## src/rtl/riscv_pkg.sv

```systemverilog
// Shared encodings for the RISC-V execute stage: ALU operations and forward-select codes.
package riscv_pkg;

    localparam int unsigned ALU_OP_W   = 3;
    localparam int unsigned FWD_W      = 2;
    localparam int unsigned REG_ADDR_W = 5;

    localparam logic [ALU_OP_W-1:0] ALU_ADD = 3'b000;
    localparam logic [ALU_OP_W-1:0] ALU_SUB = 3'b001;
    localparam logic [ALU_OP_W-1:0] ALU_AND = 3'b010;
    localparam logic [ALU_OP_W-1:0] ALU_OR  = 3'b011;
    localparam logic [ALU_OP_W-1:0] ALU_SLT = 3'b101;

    localparam logic [FWD_W-1:0] FWD_REG = 2'b00;
    localparam logic [FWD_W-1:0] FWD_WB  = 2'b01;
    localparam logic [FWD_W-1:0] FWD_MEM = 2'b10;

endpackage

```

## src/rtl/execute_cycle_alu.sv

```systemverilog
// Combinational ALU for the execute stage; unsupported operation codes yield zero.
module alu
    import riscv_pkg::*;
#(
    parameter int unsigned XLEN = 32
) (
    input  logic [XLEN-1:0]     A,
    input  logic [XLEN-1:0]     B,
    input  logic [ALU_OP_W-1:0] ALUControl,
    output logic [XLEN-1:0]     Result,
    output logic                Zero
);

    always_comb begin
        Result = '0;
        case (ALUControl)
            ALU_ADD: Result = A + B;
            ALU_SUB: Result = A - B;
            ALU_AND: Result = A & B;
            ALU_OR:  Result = A | B;
            ALU_SLT: Result = XLEN'($signed(A) < $signed(B));
            default: Result = '0;
        endcase
    end

    assign Zero = (Result == '0);

endmodule

```

## src/rtl/execute_cycle.sv

```systemverilog
// Execute stage: operand forwarding, ALU, beq resolution and the EX/MEM pipeline register.
// Optional operand forwarding is enabled by defining FORWARDING_EN.
module execute_cycle
    import riscv_pkg::*;
#(
    parameter int unsigned XLEN = 32
) (
    input  logic                  clk,
    input  logic                  rst,
    input  logic                  RegWriteE,
    input  logic                  ALUSrcE,
    input  logic                  MemWriteE,
    input  logic                  ResultSrcE,
    input  logic                  BranchE,
    input  logic [ALU_OP_W-1:0]   ALUControlE,
    input  logic [XLEN-1:0]       RD1_E,
    input  logic [XLEN-1:0]       RD2_E,
    input  logic [XLEN-1:0]       Imm_Ext_E,
    input  logic [XLEN-1:0]       PCE,
    input  logic [XLEN-1:0]       PCPlus4E,
    input  logic [REG_ADDR_W-1:0] RD_E,
    input  logic [REG_ADDR_W-1:0] Rs1_E,
    input  logic [REG_ADDR_W-1:0] Rs2_E,
    input  logic [FWD_W-1:0]      ForwardA_E,
    input  logic [FWD_W-1:0]      ForwardB_E,
    input  logic [XLEN-1:0]       ResultW,
    output logic                  PCSrcE,
    output logic [XLEN-1:0]       PCTargetE,
    output logic                  RegWriteM,
    output logic                  MemWriteM,
    output logic                  ResultSrcM,
    output logic [REG_ADDR_W-1:0] RD_M,
    output logic [XLEN-1:0]       ALUResultM,
    output logic [XLEN-1:0]       WriteDataM,
    output logic [XLEN-1:0]       PCPlus4M
);

    logic [XLEN-1:0] w_src_a;
    logic [XLEN-1:0] w_fwd_b;
    logic [XLEN-1:0] w_src_b;
    logic [XLEN-1:0] w_alu_result;
    logic            w_zero;
    logic            w_unused;

`ifdef FORWARDING_EN
    // Forward source 10 reads ALUResultM as it stood before the coming edge.
    always_comb begin
        w_src_a = RD1_E;
        case (ForwardA_E)
            FWD_WB:  w_src_a = ResultW;
            FWD_MEM: w_src_a = ALUResultM;
            default: w_src_a = RD1_E;
        endcase
    end

    always_comb begin
        w_fwd_b = RD2_E;
        case (ForwardB_E)
            FWD_WB:  w_fwd_b = ResultW;
            FWD_MEM: w_fwd_b = ALUResultM;
            default: w_fwd_b = RD2_E;
        endcase
    end

    assign w_unused = ^{Rs1_E, Rs2_E};
`else
    assign w_src_a  = RD1_E;
    assign w_fwd_b  = RD2_E;
    assign w_unused = ^{Rs1_E, Rs2_E, ForwardA_E, ForwardB_E, ResultW};
`endif

    assign w_src_b = ALUSrcE ? Imm_Ext_E : w_fwd_b;

    alu #(
        .XLEN (XLEN)
    ) u_alu (
        .A          (w_src_a),
        .B          (w_src_b),
        .ALUControl (ALUControlE),
        .Result     (w_alu_result),
        .Zero       (w_zero)
    );

    // Branch target is computed unconditionally; only PCSrcE depends on BranchE.
    assign PCSrcE    = BranchE & w_zero;
    assign PCTargetE = PCE + Imm_Ext_E;

    // Store data is the forwarded B operand, never the immediate.
    always_ff @(posedge clk or negedge rst) begin
        if (!rst) begin
            RegWriteM  <= 1'b0;
            MemWriteM  <= 1'b0;
            ResultSrcM <= 1'b0;
            RD_M       <= '0;
            ALUResultM <= '0;
            WriteDataM <= '0;
            PCPlus4M   <= '0;
        end else begin
            RegWriteM  <= RegWriteE;
            MemWriteM  <= MemWriteE;
            ResultSrcM <= ResultSrcE;
            RD_M       <= RD_E;
            ALUResultM <= w_alu_result;
            WriteDataM <= w_fwd_b;
            PCPlus4M   <= PCPlus4E;
        end
    end

endmodule

```

## config.mk

```make
export PLATFORM = sky130hd
export DESIGN_NAME = execute_cycle
export DESIGN_NICKNAME = d
export VERILOG_FILES = /design/src/rtl/riscv_pkg.sv /design/src/rtl/execute_cycle_alu.sv /design/src/rtl/execute_cycle.sv
export SDC_FILE = /design/constraint.sdc
export NUM_CORES = 1
export LEC_CHECK = 0
export ABC_CLOCK_PERIOD_IN_PS = 5900
export CORE_ASPECT_RATIO = 0.8
export CORE_UTILIZATION = 43
export CTS_CLUSTER_DIAMETER = 50
export DETAILED_ROUTE_END_ITERATION = 8
export PLACE_DENSITY = 0.77
export SLEW_MARGIN = 15
export SYNTH_ARGS = -nofsm -noshare
export SYNTH_HDL_FRONTEND = slang
export SYNTH_HIERARCHICAL = 1
export SYNTH_SLANG_ARGS = --single-unit
```

## constraint.sdc

```tcl
create_clock -name clk -period 5.9 [get_ports clk]
set_clock_uncertainty 0.15 [all_clocks]
set_input_delay 0.59 -clock clk [delete_from_list [all_inputs] [get_ports clk]]
set_output_delay 0.59 -clock clk [all_outputs]
set_load 0.005 [all_outputs]
```

== After elaboration in Yosys (flattened, before gate mapping) ==
Index checks and enable logic that the tools add are counted.

* Logic and storage cells: 22
* Register bits: 104
* Output and inout port bits: 137
* Input bits: 221

* Bitwise logic cells: 3
* Reduce and logical (&&, ||, !) cells: 2
* Eq/ne operators: 4
* $add $sub $neg: 3
* Muxes and demuxes: 2
* Order comparisons: 1

{| class="wikitable"
|+ Operator list
! cell !! number
|-
| $pmux W32 S5 || 1
|-
| $add A32 B32 Y32 || 2
|-
| $and A32 B32 Y32 || 1
|-
| $logic_not A32 Y1 || 1
|-
| $lt A32 B32 Y1 || 1
|-
| $mux W32 || 1
|-
| $or A32 B32 Y32 || 1
|-
| $sub A32 B32 Y32 || 1
|-
| $eq A3 B2 Y1 const B || 2
|-
| $eq A3 B1 Y1 const B || 1
|-
| $eq A3 B3 Y1 const B || 1
|-
| $logic_not A3 Y1 || 1
|-
| $and A1 B1 Y1 || 1
|}

== Logic depth before layout (Yosys ltp) ==
Gate-level depths: netlist of run 1.

* Word-level depth: 5
* Depth in mapped cells: 18
* Depth with buffers taken out: 16

== Cells and area by module ==
Netlist of run 1, hierarchy kept.

{| class="wikitable"
|+ By module, submodules not included
! module !! instances !! cells each !! sequential area each (um2) !! area each (um2)
|-
| alu || 1 || 834 || 0.0 || 5,532.8
|-
| execute_cycle || 1 || 373 || 2,602.5 || 4,712.0
|}

== Worst setup path after synthesis of run 1 ==
OpenSTA, ideal clock, no wires.

* Kind: input to output
* From: input port ALUSrcE
* To: output port PCSrcE
* Arrival time: 4.603 ns
* Buffers on the path: 3
* Data required time: 5.160 ns
* Path slack: 0.557 ns
* Stages: 18
* Path through: clkbuf_1 -> buf_1 -> mux2_2 -> inv_1 -> ha_1 -> buf_6 -> or4_4 -> or4_4 -> nor2_4 -> nor2_2 -> o2111a_1 -> a211oi_1 -> o211ai_1 -> a2111oi_2 -> nand4b_1 -> nor4_1 -> and4b_1 -> and2_1

* Cells in the longest elaborated chain, start to end: 5
* Elaborated cells on any way between the ends: 9
* Classes of those cells: 2 x add/sub; 1 x order compare; 2 x mux; 3 x bitwise; 1 x reduce/logical

{| class="wikitable"
|+ RTL lines
! item !! RTL line !! RTL
|-
| start, declared || execute_cycle.sv:11 || <nowiki>input logic ALUSrcE,</nowiki>
|-
| $mux W32 * || execute_cycle.sv:72 || <nowiki>assign w_src_b = ALUSrcE ? Imm_Ext_E : w_fwd_b;</nowiki>
|-
| net w_src_b[11] || execute_cycle.sv:40 || <nowiki>logic [XLEN-1:0] w_src_b;</nowiki>
|-
| $sub A32 B32 Y32, or another cell as far along || execute_cycle_alu.sv:18 || <nowiki>ALU_SUB: Result = A - B;</nowiki>
|-
| $pmux W32 S5 * || execute_cycle_alu.sv:16 || <nowiki>case (ALUControl)</nowiki>
|-
| $logic_not A32 Y1 * || execute_cycle_alu.sv:26 || <nowiki>assign Zero = (Result == '0);</nowiki>
|-
| net w_zero || execute_cycle.sv:42 || <nowiki>logic w_zero;</nowiki>
|-
| $and A1 B1 Y1 * || execute_cycle.sv:85 || <nowiki>assign PCSrcE = BranchE & w_zero;</nowiki>
|-
| end, declared || execute_cycle.sv:27 || <nowiki>output logic PCSrcE,</nowiki>
|}

The timed path passes the listed nets; every way through them passes the cells marked *.

== Worst setup path in the final report of run 1 ==
* From: input port ALUSrcE
* To: output port PCSrcE

* Cells in the longest elaborated chain, start to end: 5
* Elaborated cells on any way between the ends: 9
* Classes of those cells: 2 x add/sub; 1 x order compare; 2 x mux; 3 x bitwise; 1 x reduce/logical

{| class="wikitable"
|+ RTL lines
! item !! RTL line !! RTL
|-
| $mux W32 * || execute_cycle.sv:72 ||
|-
| net w_src_b[3] || execute_cycle.sv:40 ||
|-
| $sub A32 B32 Y32 / $add A32 B32 Y32 (equally long branches) || execute_cycle_alu.sv:18, execute_cycle_alu.sv:17 ||
|-
| $pmux W32 S5 * || execute_cycle_alu.sv:16 ||
|-
| net w_alu_result[31] || execute_cycle.sv:41 || <nowiki>logic [XLEN-1:0] w_alu_result;</nowiki>
|-
| $logic_not A32 Y1 * || execute_cycle_alu.sv:26 ||
|-
| net w_zero || execute_cycle.sv:42 ||
|-
| $and A1 B1 Y1 * || execute_cycle.sv:85 ||
|}

Marks and branches as above.

==> flow_summary_export.csv, run 1 <==
group,metric,value,unit
synthesis,syn-cell-area,10200,sq um
floorplan,placementRows,50,
final_layout,seq_area,2600,sq um
final_layout,syn_to_final_growth,53.7,%
clocking,clock_path_buffers,2,
clocking,cts_num_sinks,104,
place,gp_congestion,1.04,
synthesis,ys_seq_elements,104,
floorplan,initial_utilization,0.438,
timing,min_period,5770,ps
place,placement.cell_area,15200,sq um
detailed_routing,vias_per_cell,5.73,
global_route,grt_pass1_vias,11100,
detailed_routing,drt-wirelength-per-cell,20.2,microns
floorplan,design.die.area,24500,sq um
timing,slew-limit-headroom,0.332,
timing,timing.final.setup_violations,0,
final_layout,final_cell_area,15700,sq um
floorplan,die_h,140,microns
final_layout,finalCoreUtilization,0.673,
worst_setup_path,worst-endpoint-required,5160,ps
clocking,tritoncts.num_buffers,9,
final_layout,fillers,1833,
global_route,grt_first_pass_wirelength,61.7,mm
detailed_routing,firstDrtPassIters,6,
worst_setup_path,critPathCaptureType,"output pin",
timing,hold_viol_final,0,
clocking,cts_tree,"built",
place,numPortBuffers,311,
detailed_routing,routed-via-count,11500,
global_route,gr-usage-all-layers,0.323,
min_path,min-delay-path-class,"input port to asynchronous set/reset pin",
synthesis,netlist_instances,1207,
worst_setup_path,critPathMaxStageDelay,510,ps
synthesis,post_synth.cell_area_avg,8.49,sq um
synthesis,synthDistinctLibCells,99,
pwr,clkPwrFrac,0.232,
worst_setup_path,maximum_fanout_encountered_on_the_critical_timing_path,7,
floorplan,core_area,23400,sq um
timing,timing.final.crit_share,0.979,
worst_setup_path,critPathLaunchType,"input port",
synthesis,synthesis.nets,1569,
pwr,p_seq_frac,0.258,
synthesis,most_common_flop_cell_mapped_by_yosys,"sky130_fd_sc_hd__dfrtp_1",
final_layout,most_frequent_cells_in_the_layout,"sky130_fd_sc_hd__clkdlybuf4s50_1 (306), sky130_fd_sc_hd__buf_4 (219), sky130_fd_sc_hd__ha_1 (138)",
final_layout,most_common_cell_after_layout_fill_and_taps_aside,"sky130_fd_sc_hd__clkdlybuf4s50_1",
worst_setup_path,cp_slowest_cell,"sky130_fd_sc_hd__o211ai_1",
global_route,grt.overflow.total,0,
timing,drv_slew,0,
synthesis,synth-warning-count,6,
clocking,cts_max_level,3,
global_route,largest_net_degree_at_the_start_of_global_routing,77,
timing,worst_pin_slew,1000,ps
pwr,p_switching,1.06,mW
detailed_routing,wirelength,40.7,mm
clocking,cts_root_buf,"sky130_fd_sc_hd__clkbuf_16",
detailed_routing,drtAntennaViolNets,0,
clocking,cts.clk_slew.worst_paths,70,ps
place,hpwl,33.2,mm
pwr,power.combinational.fraction,0.510,
pwr,power.static_leakage,7.20,nW
worst_setup_path,arrival,5030,ps
final_layout,nets_finish,2055,
final_layout,multiInputGateArea,7180,sq um
synthesis,synthArstFlopShare,1.00,
timing,grt_setup_unrepaired,"no",
synthesis,fraction_of_the_yosys_area_taken_by_sequential_cells,0.254,
detailed_routing,drt_iter0_drc,1384,
pwr,cellPowerDensity,194,nW/um^2
worst_setup_path,worstSetupPathType,"input port to output pin",
synthesis,synth_enable_flop_cells,0,
final_layout,layout-drive-gt1-share,0.202,
pwr,power.share.switching,0.348,
timing,fin_ws,126,ps
job,timing.max_cap.violations,0,
floorplan,die_width,175,microns
place,detailedPlace.worstSlack,-353,ps
status,run_status,"finished clean",
detailed_routing,route.detailed.drc,0,
global_route,antenna_found_initial,1,
timing,fmax,173,MHz
floorplan,num_io_pins,358,
pwr,ir_drop,0.162,mV
worst_setup_path,crit_chain,"dlygate4sd2_1, buf_12, buf_6, buf_4, mux2_2, inv_1, ha_1, buf_4, o211ai_1, o211ai_1, buf_4, a41oi_2, o211ai_1, a31oi_1, nor3_1, nor4_1, nor3_1, nor2_1, nor4_1, and4b_1, and2_1, dlygate4sd2_1",
pwr,internal_portion_of_total_power,1.99,mW
==> metal layers <==
layer | vias up | global-route usage | routed length [microns]
met3 | 88 | 0.0616 | 3880
met4 | 0 | 0.0810 | 922
met1 | 5432 | 0.441 | 17500
met5 | - | 0 | 0
li1 | 5349 | - | -
met2 | 656 | 0.523 | 18400
==> worst max-delay path by stage <==
stage,startpoint,end,slack (ps),cells after the start
2_1_floorplan,ALUSrcE,PCSrcE,560,18
3_3_place_gp,ALUSrcE,PCSrcE,-250,19
3_5_place_dp,ALUSrcE,PCSrcE,-350,19
4_1_cts,ALUSrcE,PCSrcE,140,19
5_1_grt,ALUSrcE,PCSrcE,9,23
6_report,ALUSrcE,PCSrcE,130,22
==> critical path: cells and delay by family <==
kind            cells  cell delay, ps
compound gates      5            1340
buf+inv             8            1280
simple gates        7            1180
fa+ha+maj           1             320
mux                 1             300
==> per-stage QoR <==
stage               power (mW)  TNS (ps)  hold WS, ps  std cells
CTS                       3.01         0          278       2006
detailed placement        2.28      -353          664       1987
global route              3.20         0          319       2011
finish                    3.05         0          221       2011
global placement          2.25      -248          643       1987
floorplan                 1.48         0          144       1207
==> kinds of logic (layout without fill, tap and decap cells) <==
group | count (synthesis) | in the layout | share of synthesized area
other | 0 | 1 | 0
AND/OR/NAND/NOR | 335 | 335 | 0.170
buffers and inverters | 166 | 657 | 0.0618
AO/OA/AOI/OAI | 383 | 383 | 0.263
flip-flops | 104 | 104 | 0.254
multiplexers | 37 | 37 | 0.0416
XOR/XNOR | 41 | 41 | 0.0351
adder cells (fa/ha/maj) | 141 | 141 | 0.174
==> Yosys cell counts (all sizes together) (4+ instances only) <==
cell type,instances,area share
nor3,22,0.011
o211ai,19,0.014
inv,108,0.040
o2111ai,4,0.0034
a21o,37,0.027
a211oi,21,0.015
and2,11,0.0067
nor2,101,0.038
nor4,10,0.0076
and3,5,0.0031
nand2,63,0.023
or4,5,0.0044
dfrtp,104,0.25
ha,138,0.17
nor4b,4,0.0046
nand4,17,0.010
buf,7,0.0035
a2111oi,4,0.0042
a21oi,105,0.052
o311ai,5,0.0043
xnor2,26,0.022
o21a,9,0.0066
nor3b,4,0.0029
mux2,35,0.038
o221ai,7,0.0066
xor2,15,0.013
o21bai,7,0.0051
a41oi,5,0.0050
or3,4,0.0024
nor2b,24,0.015
o31ai,15,0.014
a221o,4,0.0039
clkbuf,51,0.019
o21ai,60,0.030
nand3,30,0.015
a31o,6,0.0051
a31oi,14,0.0092
a221oi,11,0.010
o2bb2ai,6,0.0057
o22ai,8,0.0049
nand2b,16,0.0098
and4,5,0.0044
o2111a,4,0.0044
==> state kept, by name, indices dropped and copies added, names as in the netlist <==
signal / cells
ALUResultM: 32
MemWriteM: 1
PCPlus4M: 32
RD_M: 5
RegWriteM: 1
ResultSrcM: 1
WriteDataM: 32
==> final cells by class <==
class | count | area share
Multi-Input combinational cell | 937 | 0.456
Tap cell | 312 | 0.0248
Timing Repair Buffer | 533 | 0.306
Antenna cell | 1 | 0.000159
Sequential cell | 104 | 0.165
Clock buffer | 10 | 0.0152
Clock inverter | 6 | 0.00715
Inverter | 108 | 0.0257
==> power by group through the flow <==
| stage | Combinational (mW) | Sequential [mW] | Clock, mW |
|---|---|---|---|
| 2_1_floorplan | 0.668 | 0.811 | 0 |
| 3_3_place_gp | 1.45 | 0.800 | 0 |
| 3_5_place_dp | 1.48 | 0.802 | 0 |
| 4_1_cts | 1.50 | 0.788 | 0.715 |
| 5_1_grt | 1.66 | 0.792 | 0.748 |
| 6_report | 1.56 | 0.788 | 0.710 |
==> what timing repair did <==
action,CTS,global route
endpoints found under the setup margin,1,1
pin swaps,11,13
hold buffers,0,0
gates resized for setup,23,17
buffers inserted,3,4
Note: power is estimated with default switching activity, not from simulation.
==> run 2, diff against run 1 <==
--- a/config.mk
+++ b/config.mk
@@ -7,10 +7,11 @@
 export LEC_CHECK = 0
 export ABC_CLOCK_PERIOD_IN_PS = 5900
 export CORE_ASPECT_RATIO = 0.8
+export CORE_MARGIN = 3
 export CORE_UTILIZATION = 43
-export CTS_CLUSTER_DIAMETER = 50
 export DETAILED_ROUTE_END_ITERATION = 8
 export PLACE_DENSITY = 0.77
+export SKIP_CTS_REPAIR_TIMING = 1
 export SLEW_MARGIN = 15
 export SYNTH_ARGS = -nofsm -noshare
 export SYNTH_HDL_FRONTEND = slang
==> run 2 against run 1 <==
Against the previous run:
- count of clock-buffer cells in the layout unchanged
- sequential share of layout area about the same
- global-route usage decreased by 1.1 points
- via count increased by 0.32%
- sequential cell count unchanged
- clock power decreased by 19%
- die area increased by 5.2%
- utilization increased by 1.3 points
- first-iteration DRC count decreased by 8.8%
- wire length increased by 3.2%
- setup slack improved by 19 ps
- critical endpoint unchanged
- largest cell class unchanged
==> flow_summary_export.csv, run 2 (same netlist as run 1, synthesis figures left out) <==
group,metric,value,unit
status,run_status,"finished clean",
min_path,min-delay-path-class,"input port to asynchronous set/reset pin",
place,placement.cell_area,15300,sq um
final_layout,most_frequent_cells_in_the_layout,"sky130_fd_sc_hd__clkdlybuf4s50_1 (307), sky130_fd_sc_hd__buf_4 (236), sky130_fd_sc_hd__ha_1 (138)",
clocking,cts_tree,"built",
floorplan,die_h,144,microns
timing,worst_pin_slew,915,ps
pwr,internal_portion_of_total_power,1.86,mW
timing,timing.final.crit_share,0.975,
global_route,largest_net_degree_at_the_start_of_global_routing,72,
final_layout,top_regs,"ALUResultM: 32 flops, PCPlus4M: 32 flops, WriteDataM: 32 flops",
clocking,clock_path_buffers,2,
pwr,clkPwrFrac,0.196,
place,gp_congestion,0.979,
global_route,gr-usage-all-layers,0.312,
timing,drv_slew,0,
timing,slew-limit-headroom,0.390,
clocking,cts.clk_slew.worst_paths,70,ps
worst_setup_path,worstSetupPathType,"input port to output pin",
worst_setup_path,critPathMaxStageDelay,550,ps
pwr,cellPowerDensity,186,nW/um^2
pwr,p_seq_frac,0.270,
timing,fmax,174,MHz
global_route,grt_first_pass_wirelength,62.1,mm
floorplan,core_area,22900,sq um
pwr,power.combinational.fraction,0.535,
timing,finalSetupTns,0,ps
detailed_routing,routed-via-count,11600,
clocking,tritoncts.num_buffers,9,
clocking,cts_max_level,3,
worst_setup_path,critical_path.top_delay_family,"simple AND/OR/NAND/NOR gates",
worst_setup_path,arrival,5020,ps
final_layout,most_common_cell_after_layout_fill_and_taps_aside,"sky130_fd_sc_hd__clkdlybuf4s50_1",
global_route,antenna_found_initial,0,
clocking,cts_num_sinks,104,
detailed_routing,route.detailed.drc,0,
timing,hold_viol_final,0,
timing,timing.final.setup_violations,0,
place,hpwl,34.9,mm
final_layout,layout-drive-gt1-share,0.204,
worst_setup_path,critPathLaunchType,"input port",
final_layout,nets_finish,2072,
worst_setup_path,cp.buffers_inverters,4,
floorplan,placementRows,49,
timing,min_period,5760,ps
floorplan,num_io_pins,358,
final_layout,finalCoreUtilization,0.686,
detailed_routing,wirelength,42.0,mm
clocking,cts_root_buf,"sky130_fd_sc_hd__clkbuf_16",
detailed_routing,drt_iter0_drc,1262,
worst_setup_path,cp_slowest_cell,"sky130_fd_sc_hd__or4_4",
final_layout,antenna_cells_inserted,0,
global_route,grt.overflow.total,0,
job,timing.max_cap.violations,0,
global_route,grt_pass1_vias,11000,
worst_setup_path,crit_chain,"clkdlybuf4s50_1, mux2_2, inv_1, ha_1, or4_4, or4_4, nor2_4, nor2_2, o211a_1, o211ai_1, buf_4, nand4b_1, nor4_4, nand4b_1, nor4_1, and4b_1, and2_1, dlymetal6s2s_1",
pwr,power.static_leakage,7.25,nW
pwr,power.share.switching,0.364,
detailed_routing,firstDrtPassIters,6,
worst_setup_path,critPathCaptureType,"output pin",
pwr,p_switching,1.06,mW
worst_setup_path,worst-endpoint-required,5160,ps
detailed_routing,drtAntennaViolNets,0,
detailed_routing,vias_per_cell,5.72,
detailed_routing,drt-wirelength-per-cell,20.8,microns
floorplan,design.die.area,25700,sq um
floorplan,initial_utilization,0.447,
place,numPortBuffers,311,
final_layout,final_cell_area,15700,sq um
final_layout,syn_to_final_growth,53.6,%
floorplan,die_width,179,microns
timing,grt_setup_unrepaired,"no",
pwr,ir_drop,0.129,mV
worst_setup_path,maximum_fanout_encountered_on_the_critical_timing_path,4,
-- run 2: power groups by stage --
stage / combinational, mW / sequential [mW] / clock, mW
floorplan: 0.668 / 0.811 / 0
finish: 1.56 / 0.789 / 0.572
CTS: 1.52 / 0.789 / 0.582
global placement: 1.48 / 0.800 / 0
detailed placement: 1.50 / 0.803 / 0
global route: 1.67 / 0.794 / 0.614
-- run 2: stage by stage --
stage               worst slack, ps  std cells  total power, mW  hold slack (ps)
finish                          145       2021             2.92             25.7
floorplan                       557       1207             1.48              144
global placement               -319       2000             2.28              410
detailed placement             -413       2000             2.31              411
global route                   21.0       2021             3.08             49.8
CTS                            -417       2016             2.89             28.6
-- run 2: path summary, 6_finish.rpt --
check,to,depth (start not counted),slack (ps),start
min in group clk,PCPlus4M[0]$_DFF_PN0_,1,520,PCPlus4E[0]
worst min-delay path,WriteDataM[3]$_DFF_PN0_,1,30,rst
max in group asynchronous,WriteDataM[26]$_DFF_PN0_,2,4290,rst
worst max-delay path,PCSrcE,18,140,RD2_E[11]
-- run 2: area by class of cell --
cell class              count  area [sq um]
repair buffers            550          4950
multi-input cells         937          7120
clock inverters             6          52.6
inverters                 108           405
fillers                  1867          7190
flip-flops and latches    104          2600
clock buffers              10           229
well taps                 306           383
-- run 2: layer usage --
| metal | vias to the layer above | part of all wire | GRT usage |
|---|---|---|---|
| li1 | 5388 | - | - |
| met1 | 5474 | 0.43 | 0.426 |
| met2 | 640 | 0.45 | 0.501 |
| met3 | 60 | 0.11 | 0.0798 |
| met4 | 0 | 0.020 | 0.0668 |
| met5 | - | 0 | 0 |
==> run 3, diff against run 2 <==
--- a/config.mk
+++ b/config.mk
@@ -10,7 +10,7 @@
 export CORE_MARGIN = 3
 export CORE_UTILIZATION = 43
 export DETAILED_ROUTE_END_ITERATION = 8
-export PLACE_DENSITY = 0.77
+export DONT_BUFFER_PORTS = 1
 export SKIP_CTS_REPAIR_TIMING = 1
 export SLEW_MARGIN = 15
 export SYNTH_ARGS = -nofsm -noshare
==> run 3 against run 2 <==
Against the previous run:
- clock power up 6.6%
- critical path depth fell by 3
- cell count shrank 26%
- maximum frequency grew 5.5%
- global-route usage fell by 4.2 points
- sequential cell count did not move
- utilization fell by 21 points
- die area unchanged
- highest routed layer unchanged
==> flow_summary_export.csv, run 3 (same netlist as run 1, synthesis figures left out) <==
group,metric,value,unit
final_layout,fillers,2249,
floorplan,die_h,144,microns
place,hpwl,30.1,mm
pwr,ir_drop,0.121,mV
timing,fin_ws,446,ps
worst_setup_path,arrival,4710,ps
global_route,grt_pass1_vias,8777,
timing,whs,18.6,ps
global_route,grt_first_pass_wirelength,53.8,mm
detailed_routing,drtAntennaViolNets,0,
status,run_status,"finished clean",
clocking,clock_path_buffers,2,
timing,fmax,183,MHz
pwr,power.combinational.fraction,0.395,
detailed_routing,m1_wire_length,15.8,mm
clocking,cts_num_sinks,104,
detailed_routing,firstDrtPassIters,6,
clocking,tritoncts.num_buffers,9,
clocking,cts.clk_slew.worst_paths,80,ps
timing,slew-limit-headroom,0.370,
pwr,post-layout-total-power,2.35,mW
detailed_routing,drt_iter0_drc,1127,
timing,finalSetupTns,0,ps
pwr,internal_portion_of_total_power,1.43,mW
final_layout,top_regs,"ALUResultM: 32 flops, PCPlus4M: 32 flops, WriteDataM: 32 flops",
pwr,power.static_leakage,4.91,nW
min_path,min-delay-path-class,"input port to asynchronous set/reset pin",
pwr,p_switching,0.925,mW
final_layout,final_cell_area,10900,sq um
timing,drv_slew,0,
floorplan,core_area,22900,sq um
worst_setup_path,critPathLaunchType,"input port",
final_layout,most_frequent_cells_in_the_layout,"sky130_fd_sc_hd__ha_1 (138), sky130_fd_sc_hd__inv_1 (108), sky130_fd_sc_hd__dfrtp_1 (104)",
global_route,largest_net_degree_at_the_start_of_global_routing,105,
global_route,antenna_found_initial,1,
clocking,cts_tree,"built",
worst_setup_path,worstSetupPathType,"input port to output pin",
floorplan,initial_utilization,0.447,
place,placement.cell_area,10500,sq um
worst_setup_path,maximum_fanout_encountered_on_the_critical_timing_path,32,
timing,worst_pin_slew,933,ps
detailed_routing,vias_per_cell,6.37,
pwr,cellPowerDensity,217,nW/um^2
job,timing.max_cap.violations,0,
place,detailedPlace.worstSlack,574,ps
clocking,cts_max_level,3,
place,gp_congestion,0.967,
worst_setup_path,critPathCaptureType,"output pin",
detailed_routing,highest-signal-layer,"met4",
pwr,p_seq_frac,0.346,
timing,timing.final.crit_share,0.924,
detailed_routing,routed-via-count,9484,
final_layout,syn_to_final_growth,5.96,%
final_layout,finalCoreUtilization,0.473,
final_layout,nets_finish,1539,
detailed_routing,wirelength,36.7,mm
detailed_routing,wl_met3,3.98,mm
pwr,power.share.switching,0.393,
worst_setup_path,worst-endpoint-required,5160,ps
floorplan,num_io_pins,358,
detailed_routing,wl_met2,16.5,mm
detailed_routing,drt-wirelength-per-cell,24.6,microns
final_layout,fin_cells,1489,
floorplan,die_width,179,microns
pwr,clkPwrFrac,0.259,
timing,timing.final.setup_violations,0,
final_layout,most_common_cell_after_layout_fill_and_taps_aside,"sky130_fd_sc_hd__ha_1",
final_layout,layout-drive-gt1-share,0.0931,
clocking,cts_root_buf,"sky130_fd_sc_hd__clkbuf_16",
timing,min_period,5450,ps
timing,hold_viol_final,0,
global_route,grt.overflow.total,0,
timing,grt_setup_unrepaired,"no",
global_route,gr-usage-all-layers,0.270,
place,numPortBuffers,0,
floorplan,placementRows,49,
place,dp.cells,1471,
floorplan,design.die.area,25700,sq um
detailed_routing,route.detailed.drc,0,
==> run 3: worst max-delay path by stage <==
stage	slack (ps)	to	start
after floorplan	560	PCSrcE	ALUSrcE
after global placement	630	PCSrcE	ALUSrcE
after detailed placement	570	PCSrcE	ALUSrcE
after CTS	580	PCSrcE	ALUSrcE
after global routing	90	PCSrcE	ALUSrcE
final	450	PCSrcE	ALUSrcE
==> run 3: worst max-delay path, cell delays in order <==
cell	delay [ps]
sky130_fd_sc_hd__mux2_2	350
sky130_fd_sc_hd__inv_1	80
sky130_fd_sc_hd__ha_1	360
sky130_fd_sc_hd__nor4_1	570
sky130_fd_sc_hd__nand3_1	310
sky130_fd_sc_hd__a2111oi_0	460
sky130_fd_sc_hd__a211oi_1	200
sky130_fd_sc_hd__a41oi_1	420
sky130_fd_sc_hd__nor4_1	80
sky130_fd_sc_hd__nor4b_1	410
sky130_fd_sc_hd__mux2_2	220
sky130_fd_sc_hd__o22ai_1	150
sky130_fd_sc_hd__nor2_1	120
sky130_fd_sc_hd__and4b_1	210
sky130_fd_sc_hd__and2_1	140
==> run 3: layout make-up <==
class | instances | area, sq um | share of cell area
Multi-Input combinational cell | 937 | 7010 | 0.646
Sequential cell | 104 | 2600 | 0.240
Inverter | 108 | 405 | 0.0373
Tap cell | 306 | 383 | 0.0353
Clock buffer | 11 | 253 | 0.0233
Timing Repair Buffer | 17 | 148 | 0.0136
Clock inverter | 5 | 47.5 | 0.00438
Antenna cell | 1 | 2.50 | 0.000231
==> run 3: power groups by stage <==
stage	sequential, mW	combinational (mW)	clock, mW
floorplan	0.811	0.668	0
global placement	0.831	0.878	0
detailed placement	0.831	0.884	0
CTS	0.818	0.889	0.619
global route	0.819	1.01	0.653
finish	0.815	0.929	0.610
==> run 3: routing by layer <==
layer	vias up	track usage
li1	4311	-
met1	4630	0.383
met2	518	0.426
met3	25	0.0675
met4	0	0.0406
met5	-	0
